**src/rtl/sram_ctrl_ws_pkg.sv**
```systemverilog
// Shared types and constants for the wait-state SRAM controller.
// State codes, operation type and a width helper.
package sram_ctrl_pkg;

    localparam logic [2:0] S_IDLE   = 3'd0;
    localparam logic [2:0] S_TURN   = 3'd1;
    localparam logic [2:0] S_SETUP  = 3'd2;
    localparam logic [2:0] S_ACCESS = 3'd3;
    localparam logic [2:0] S_HOLD   = 3'd4;

    typedef logic [2:0] state_t;

    typedef enum logic {
        OP_READ  = 1'b0,
        OP_WRITE = 1'b1
    } op_e;

    function automatic int max3(input int a, input int b, input int c);
        int m;
        m = (a > b) ? a : b;
        return (m > c) ? m : c;
    endfunction

endpackage

```
**src/rtl/sram_ctrl_ws_if.sv**
```systemverilog
// Host and SRAM-side signal bundle for sram_ctrl_ws.
// slave = controller view, master = host plus SRAM view.
interface sram_ctrl_ws_if #(
    parameter int ADDR_WIDTH = 11,
    parameter int DATA_WIDTH = 8
);

    logic                  read;
    logic                  write;
    logic [ADDR_WIDTH-1:0] addrIn;
    logic [DATA_WIDTH-1:0] wdataIn;
    logic [DATA_WIDTH-1:0] rdataOut;
    logic                  done;
    logic                  busy;
    logic                  conflict;
    logic [ADDR_WIDTH-1:0] sramAddr;
    logic [DATA_WIDTH-1:0] sramDataOut;
    logic [DATA_WIDTH-1:0] sramDataIn;
    logic                  dataEnable;
    logic                  latch;
    logic                  csBar;
    logic                  oeBar;
    logic                  weBar;

    modport slave (
        input  read, write, addrIn, wdataIn, sramDataIn,
        output rdataOut, done, busy, conflict, sramAddr,
        output sramDataOut, dataEnable, latch,
        output csBar, oeBar, weBar
    );

    modport master (
        output read, write, addrIn, wdataIn, sramDataIn,
        input  rdataOut, done, busy, conflict, sramAddr,
        input  sramDataOut, dataEnable, latch,
        input  csBar, oeBar, weBar
    );

endinterface

```
**src/rtl/sram_wait_counter.sv**
```systemverilog
// Loadable down-counter that times ACCESS and TURN.
// Loaded with N-1, so zero marks the last cycle.
module sram_wait_counter #(
    parameter int W = 2
) (
    input  logic         clk,
    input  logic         rst_n,
    input  logic         load,
    input  logic [W-1:0] load_val,
    output logic         zero
);

    logic [W-1:0] cnt;

    // load has priority; otherwise count down and park at zero
    always_ff @(posedge clk or negedge rst_n) begin
        if (!rst_n) begin
            cnt <= '0;
        end else if (load) begin
            cnt <= load_val;
        end else if (cnt != '0) begin
            cnt <= cnt - 1'b1;
        end
    end

    assign zero = (cnt == '0);

endmodule

```
**src/rtl/sram_ctrl_ws.sv**
```systemverilog
// Asynchronous-SRAM controller with wait states and turnaround.
// Outputs are registered from the next state, so they align with state.
module sram_ctrl_ws
    import sram_ctrl_pkg::*;
#(
    parameter int ADDR_WIDTH  = 11,
    parameter int DATA_WIDTH  = 8,
    parameter int READ_WAIT   = 2,
    parameter int WRITE_WAIT  = 2,
    parameter int TURN_CYCLES = 1
) (
    input  logic            clk,
    input  logic            reset,
    sram_ctrl_ws_if.slave   bus
);

    localparam int MAXC = max3(READ_WAIT, WRITE_WAIT, TURN_CYCLES);
    localparam int CW   = $clog2(MAXC + 1);

    localparam logic [CW-1:0] RD_LD   = CW'(READ_WAIT - 1);
    localparam logic [CW-1:0] WR_LD   = CW'(WRITE_WAIT - 1);
    localparam logic [CW-1:0] TURN_LD =
        CW'((TURN_CYCLES > 0) ? TURN_CYCLES - 1 : 0);

    state_t state, nstate;
    op_e    op, nop;
    logic   last_rd;

    logic cs_n, oe_n, we_n, de, lat, done_q, busy_q, conf_q;
    logic n_cs, n_oe, n_we, n_de, n_lat, n_done, n_conf;

    logic [ADDR_WIDTH-1:0] addr_q;
    logic [DATA_WIDTH-1:0] wdata_q;
    logic [DATA_WIDTH-1:0] rdata_q;

    logic          cap_addr, cap_wdata, cap_rdata;
    logic          cnt_load;
    logic [CW-1:0] cnt_val;
    logic          cnt_zero;

    sram_wait_counter #(.W(CW)) u_cnt (
        .clk      (clk),
        .rst_n    (reset),
        .load     (cnt_load),
        .load_val (cnt_val),
        .zero     (cnt_zero)
    );

    // next state and the strobe pattern that state will present
    always_comb begin
        nstate    = state;
        nop       = op;
        cnt_load  = 1'b0;
        cnt_val   = '0;
        cap_addr  = 1'b0;
        cap_wdata = 1'b0;
        cap_rdata = 1'b0;
        n_cs      = 1'b1;
        n_oe      = 1'b1;
        n_we      = 1'b1;
        n_de      = 1'b0;
        n_lat     = 1'b0;
        n_done    = 1'b0;
        n_conf    = 1'b0;
        unique case (state)
            S_IDLE: begin
                unique case (1'b1)
                    bus.read && bus.write: begin
                        n_conf = 1'b1;
                    end
                    bus.read && !bus.write: begin
                        cap_addr = 1'b1;
                        nop      = OP_READ;
                        nstate   = S_SETUP;
                        n_cs     = 1'b0;
                        n_lat    = 1'b1;
                    end
                    bus.write && !bus.read: begin
                        cap_addr  = 1'b1;
                        cap_wdata = 1'b1;
                        nop       = OP_WRITE;
                        if (last_rd && (TURN_CYCLES > 0)) begin
                            nstate   = S_TURN;
                            cnt_load = 1'b1;
                            cnt_val  = TURN_LD;
                        end else begin
                            nstate = S_SETUP;
                            n_cs   = 1'b0;
                            n_lat  = 1'b1;
                            n_de   = 1'b1;
                        end
                    end
                    default: ;
                endcase
            end
            S_TURN: begin
                if (cnt_zero) begin
                    nstate = S_SETUP;
                    n_cs   = 1'b0;
                    n_lat  = 1'b1;
                    n_de   = (op == OP_WRITE);
                end
            end
            S_SETUP: begin
                nstate   = S_ACCESS;
                cnt_load = 1'b1;
                cnt_val  = (op == OP_READ) ? RD_LD : WR_LD;
                n_cs     = 1'b0;
                n_oe     = (op != OP_READ);
                n_we     = (op != OP_WRITE);
                n_de     = (op == OP_WRITE);
            end
            S_ACCESS: begin
                if (cnt_zero) begin
                    nstate    = S_HOLD;
                    n_done    = 1'b1;
                    n_de      = (op == OP_WRITE);
                    cap_rdata = (op == OP_READ);
                end else begin
                    n_cs = 1'b0;
                    n_oe = (op != OP_READ);
                    n_we = (op != OP_WRITE);
                    n_de = (op == OP_WRITE);
                end
            end
            S_HOLD: begin
                nstate = S_IDLE;
            end
            default: begin
                nstate = S_IDLE;
            end
        endcase
    end

    // state, op history and registered strobes
    always_ff @(posedge clk or negedge reset) begin
        if (!reset) begin
            state   <= S_IDLE;
            op      <= OP_READ;
            last_rd <= 1'b0;
            cs_n    <= 1'b1;
            oe_n    <= 1'b1;
            we_n    <= 1'b1;
            de      <= 1'b0;
            lat     <= 1'b0;
            done_q  <= 1'b0;
            busy_q  <= 1'b0;
            conf_q  <= 1'b0;
        end else begin
            state  <= nstate;
            op     <= nop;
            cs_n   <= n_cs;
            oe_n   <= n_oe;
            we_n   <= n_we;
            de     <= n_de;
            lat    <= n_lat;
            done_q <= n_done;
            busy_q <= (nstate != S_IDLE);
            conf_q <= n_conf;
            if (state == S_HOLD) begin
                last_rd <= (op == OP_READ);
            end
        end
    end

    // address, write data and read data capture
    always_ff @(posedge clk or negedge reset) begin
        if (!reset) begin
            addr_q  <= '0;
            wdata_q <= '0;
            rdata_q <= '0;
        end else begin
            if (cap_addr) begin
                addr_q <= bus.addrIn;
            end
            if (cap_wdata) begin
                wdata_q <= bus.wdataIn;
            end
            if (cap_rdata) begin
                rdata_q <= bus.sramDataIn;
            end
        end
    end

    assign bus.rdataOut    = rdata_q;
    assign bus.done        = done_q;
    assign bus.busy        = busy_q;
    assign bus.conflict    = conf_q;
    assign bus.sramAddr    = addr_q;
    assign bus.sramDataOut = wdata_q;
    assign bus.dataEnable  = de;
    assign bus.latch       = lat;
    assign bus.csBar       = cs_n;
    assign bus.oeBar       = oe_n;
    assign bus.weBar       = we_n;

endmodule

```
**src/flat_wrapper.sv**
```systemverilog
// flat-port wrapper written by rule: the top's interface ports become plain ports
module sram_ctrl_ws_flat import sram_ctrl_pkg::*;
#(
    parameter int ADDR_WIDTH  = 11,
    parameter int DATA_WIDTH  = 8,
    parameter int READ_WAIT   = 2,
    parameter int WRITE_WAIT  = 2,
    parameter int TURN_CYCLES = 1
)
  (clk, reset, bus_read, bus_write, bus_addrIn, bus_wdataIn, bus_sramDataIn, bus_rdataOut, bus_done, bus_busy, bus_conflict, bus_sramAddr, bus_sramDataOut, bus_dataEnable, bus_latch, bus_csBar, bus_oeBar, bus_weBar);
  sram_ctrl_ws_if #(.ADDR_WIDTH(ADDR_WIDTH), .DATA_WIDTH(DATA_WIDTH)) bus_i ();
  input  logic clk;
  input  logic reset;
  input wire logic [$bits(bus_i.read)-1:0] bus_read;
  input wire logic [$bits(bus_i.write)-1:0] bus_write;
  input wire logic [$bits(bus_i.addrIn)-1:0] bus_addrIn;
  input wire logic [$bits(bus_i.wdataIn)-1:0] bus_wdataIn;
  input wire logic [$bits(bus_i.sramDataIn)-1:0] bus_sramDataIn;
  output wire logic [$bits(bus_i.rdataOut)-1:0] bus_rdataOut;
  output wire logic [$bits(bus_i.done)-1:0] bus_done;
  output wire logic [$bits(bus_i.busy)-1:0] bus_busy;
  output wire logic [$bits(bus_i.conflict)-1:0] bus_conflict;
  output wire logic [$bits(bus_i.sramAddr)-1:0] bus_sramAddr;
  output wire logic [$bits(bus_i.sramDataOut)-1:0] bus_sramDataOut;
  output wire logic [$bits(bus_i.dataEnable)-1:0] bus_dataEnable;
  output wire logic [$bits(bus_i.latch)-1:0] bus_latch;
  output wire logic [$bits(bus_i.csBar)-1:0] bus_csBar;
  output wire logic [$bits(bus_i.oeBar)-1:0] bus_oeBar;
  output wire logic [$bits(bus_i.weBar)-1:0] bus_weBar;
  assign bus_i.read = bus_read;
  assign bus_i.write = bus_write;
  assign bus_i.addrIn = bus_addrIn;
  assign bus_i.wdataIn = bus_wdataIn;
  assign bus_i.sramDataIn = bus_sramDataIn;
  assign bus_rdataOut = bus_i.rdataOut;
  assign bus_done = bus_i.done;
  assign bus_busy = bus_i.busy;
  assign bus_conflict = bus_i.conflict;
  assign bus_sramAddr = bus_i.sramAddr;
  assign bus_sramDataOut = bus_i.sramDataOut;
  assign bus_dataEnable = bus_i.dataEnable;
  assign bus_latch = bus_i.latch;
  assign bus_csBar = bus_i.csBar;
  assign bus_oeBar = bus_i.oeBar;
  assign bus_weBar = bus_i.weBar;
  sram_ctrl_ws #(.ADDR_WIDTH(ADDR_WIDTH), .DATA_WIDTH(DATA_WIDTH), .READ_WAIT(READ_WAIT), .WRITE_WAIT(WRITE_WAIT), .TURN_CYCLES(TURN_CYCLES)) u_core (.clk(clk), .reset(reset), .bus(bus_i));
endmodule
```
**config.mk**
```make
export PLATFORM = sky130hd
export DESIGN_NAME = sram_ctrl_ws_flat
export DESIGN_NICKNAME = d
export VERILOG_FILES = /design/src/rtl/sram_ctrl_ws_pkg.sv /design/src/rtl/sram_ctrl_ws_if.sv /design/src/rtl/sram_wait_counter.sv /design/src/rtl/sram_ctrl_ws.sv /design/src/flat_wrapper.sv
export SDC_FILE = /design/constraint.sdc
export NUM_CORES = 1
export LEC_CHECK = 0
export ABC_AREA = 1
export ABC_CLOCK_PERIOD_IN_PS = 2400
export CAP_MARGIN = 20
export CORE_ASPECT_RATIO = 0.7
export CORE_MARGIN = 8
export CORE_UTILIZATION = 47
export DETAILED_ROUTE_END_ITERATION = 7
export GPL_TIMING_DRIVEN = 0
export PLACE_DENSITY = 0.84
export SLEW_MARGIN = 20
export SYNTH_ARGS = -nofsm -noshare
export SYNTH_HDL_FRONTEND = slang
export SYNTH_SLANG_ARGS = --single-unit
```
**constraint.sdc**
```tcl
create_clock -name clk -period 2.4 [get_ports clk]
set_input_delay 0.24 -clock clk [delete_from_list [all_inputs] [get_ports clk]]
set_output_delay 0.24 -clock clk [all_outputs]
set_load 0.005 [all_outputs]
```
==> PnR_summary.wiki <==
{| class="wikitable"
! Metric !! Value
|-
| Status || finished clean
|-
| Core occupancy in the finished layout || 0.736
|-
| Global-route wire length before repair || between 7 and 8 mm
|-
| Number of fillers in the final layout || approximately 290
|-
| Setup slack of the worst register-to-register path || 1000 ps
|-
| Register area || 1050 sq um
|-
| DP HPWL || between 3 and 4 mm
|-
| Port buffer count || between 60 and 70
|-
| Power density normalized to cell area || 1220 nW/um^2
|-
| Critical Path Start Type || input pin
|-
| Final critical path time including I/O delays and setup || around 1700 ps
|-
| CTS Sinks || between 40 and 50
|-
| Actual slew at the worst max-slew pin || approximately 430 ps
|-
| Deepest level of the CTS H-tree || 2
|-
| Placement Rows || 18
|-
| Die boundary width || about 90 um
|-
| Count of maximum capacitance violations || 0
|-
| Worst EP arrival || between 1500 and 2000 ps
|-
| Cell-by-cell trace of the critical path || clkdlybuf4s50_1 > inv_1 > ha_1 > inv_1 > clkbuf_1 > nand3_1 > nand2_1
|-
| Cell with the largest stage delay on the worst path || clkdlybuf4s50_1
|-
| Worst Path Required || between 2000 and 3000 ps
|-
| Number of search-and-repair iterations in the first detailed-routing pass || 4
|-
| Total overflow reported by the global router || 0
|-
| Crit path top cell by count || inv_1
|-
| Cells after DPL || 317
|-
| FF-to-FF Start || u_core.u_cnt.cnt[0]$_DFFE_PN0P_
|-
| Aggregate global-route resource usage || 0.155
|-
| Post-synthesis cell area || about 1800 sq um
|-
| Highest attainable clock frequency || approximately 610 MHz
|-
| Floorplan die area || between 6000 and 7000 sq um
|-
| Detail-routed via count per cell || between 4 and 5
|-
| Starting density of the core || 0.499
|-
| Postcts setup bufs || 0
|-
| Clock buffers created by TritonCTS || 5
|-
| Post-Syn Instances || approximately 200
|-
| Sum of buffers and inverters on the critical path || 4
|-
| Worst-case vdd ir drop || 761 uV
|-
| Final cell count without fillers || about 330
|-
| Unrepaired setup endpoints after global routing || no
|-
| Pin count of the biggest net entering global routing || 32
|-
| Leading cell type in the layout, fill and taps excluded || nand2_1
|-
| Clock tree from TritonCTS || built
|-
| Synth Area per Inst || just under 9 sq um
|-
| P_leak || 1.32 nW
|-
| Max-slew violations || 0
|-
| Post-synth top area share || 0.547
|-
| Sequential area share after synthesis || 0.591
|-
| Number of failing setup endpoints in the final timing report || 0
|-
| Worst-path clk slew || about 70 ps
|-
| Top cell family by delay on the critical path || buffers and inverters
|-
| Count of nets left with antenna violations after detail routing || 0
|-
| Global placer's final weighted congestion || slightly below 0.9
|-
| Skew-Pair Late Insertion Delay || between 200 and 300 ps
|-
| Headroom to the max-slew limit || 0.714
|-
| Number of different library cells in the post-synthesis netlist || 21
|-
| Clk buf depth || 2
|-
| Fraction of layout instances using a drive strength above 1 || 0.101
|-
| Drt drc || 0
|-
| Worst-case reg-to-reg path depth || 7
|-
| Number of hold violations in the final report || 0
|-
| Vertical die dimension || around 68 um
|-
| Number of antenna violations at the first check in global routing || 0
|-
| Top cells by area, synth || dfrtp_1 55%, nand2_1 16%, nand3_1 9.3%
|-
| Syn_nets || between 200 and 250
|-
| Net total in the final layout || 310
|-
| Root Buffer || clkbuf_8
|-
| Total area of multi-input combinational cells || ~620 sq um
|-
| Final worst clock skew || 2.98 ps
|-
| P&R area growth vs syn || 47.5%
|-
| Routed wire length || around 4.3 mm
|-
| I/O pin total || between 60 and 70
|-
| Cell accounting for the most synthesized area || dfrtp_1
|-
| Number of global-route vias before repair || about 1600
|-
| Nature of the critical path endpoint || flip-flop
|-
| Core box area || about 3600 sq um
|-
| Slowest Stage Delay on Critical Path || ~510 ps
|-
| Commonest non-fill, non-tap cells in the layout || 78 x nand2_1, 64 x clkdlybuf4s50_1, 39 x dfrtp_1
|-
| CP max FO || 10
|-
| Routed wirelength normalized by instance count || 13.1 um
|-
| Register bit count reported by yosys || 42
|-
| YS warnings || 0
|-
| Number of DRC violations after detailed-routing iteration 0 || 74
|-
| CTS resizes || 0
|-
| Number of inserted diodes || 0
|-
| R2r endpoint || u_core.bus.rdataOut[3]$_DFFE_PN0P_
|-
| Final period util || 0.688
|-
| Via Count || around 1600
|-
| Worst hold-check path type || input pin to asynchronous set/reset pin
|-
| Final total negative setup slack || 0 ps
|-
| Type of the worst setup path || input pin to flip-flop
|}
==> worst max-delay path by stage <==
stage                                          startpoint                             endpoint  depth (start not counted)
after floorplan           u_core.u_cnt.cnt[0]$_DFFE_PN0P_            u_core.bus.busy$_DFF_PN0_                          9
after global placement                              reset   u_core.bus.sramAddr[7]$_DFFE_PN0P_                          1
after detailed placement                        bus_write   u_core.bus.sramAddr[0]$_DFFE_PN0P_                          7
after CTS                                       bus_write   u_core.bus.sramAddr[4]$_DFFE_PN0P_                          7
after global routing                            bus_write   u_core.bus.sramAddr[4]$_DFFE_PN0P_                          7
final                                           bus_write  u_core.bus.sramAddr[10]$_DFFE_PN0P_                          7
==> stage by stage <==
stage	setup WS, ps	hold WS, ps	area (sq um)	power [mW]
2_1_floorplan	1160	-55.6	1790	1.92
3_3_place_gp	17.7	453	2500	2.67
3_5_place_dp	443	134	2510	2.71
4_1_cts	753	353	2630	3.24
5_1_grt	545	364	2630	3.48
6_report	750	352	2630	3.20
==> per-layer routing <==
metal / up-vias / part of all wire / track usage
li1: 779 / - / -
met1: 711 / 0.44 / 0.188
met2: 63 / 0.40 / 0.223
met3: 9 / 0.13 / 0.0836
met4: 0 / 0.020 / 0.0680
met5: - / 0 / 0
==> registers in the layout, summed over array words and instances (netlist names), 2 cells and up <==
name,count
u_core.bus.rdataOut,8
u_core.bus.sramAddr,11
u_core.bus.sramDataOut,8
u_core.state,3
u_core.u_cnt.cnt,2
==> cells in the mapped netlist <==
cell,number
nand2_1,78
dfrtp_1,39
nand3_1,33
inv_1,13
nor2_1,9
ha_1,4
buf_4,3
dfstp_2,3
inv_2,3
nand2_2,3
nor2_4,2
o21ai_0,2
a21oi_1,1
buf_2,1
buf_6,1
clkbuf_1,1
clkinv_1,1
nand4_1,1
nor2_2,1
o211ai_1,1
or2_2,1
==> worst register-to-register path, stage by stage, from the launching register on <==
cell     delay, ps
dfrtp_1        370
inv_1           80
ha_1           290
nand2_2        120
nor2_4         160
nand2_2        130
nand2_1         90
nand2_1         50
==> area by class of cell <==
type | count | share of cell area
buffer | 6 | 0.0162
tap | 50 | 0.0238
timing repair buffer | 67 | 0.257
multi-input combinational | 136 | 0.237
clock buffer | 8 | 0.0418
sequential | 42 | 0.400
inverter | 17 | 0.0242
==> power breakdown <==
group,internal (mW),switching (mW),leakage [nW]
Clock,0.290,0.227,0.0575
Sequential,1.04,0.178,0.515
Combinational,0.766,0.697,0.746
Total,2.10,1.10,1.32
==> logic make-up after synthesis <==
| family | synth area share |
|---|---|
| compound gates | 0.0126 |
| fa+ha+maj | 0.0280 |
| buf+inv | 0.0596 |
| flops | 0.591 |
| simple gates | 0.309 |
==> repair_timing <==
item,in CTS,in global routing
endpoints found under the setup margin,0,0
hold buffers,1,0
hold endpoints to repair,10,0
No activity file was read; power rests on OpenSTA's default activity.
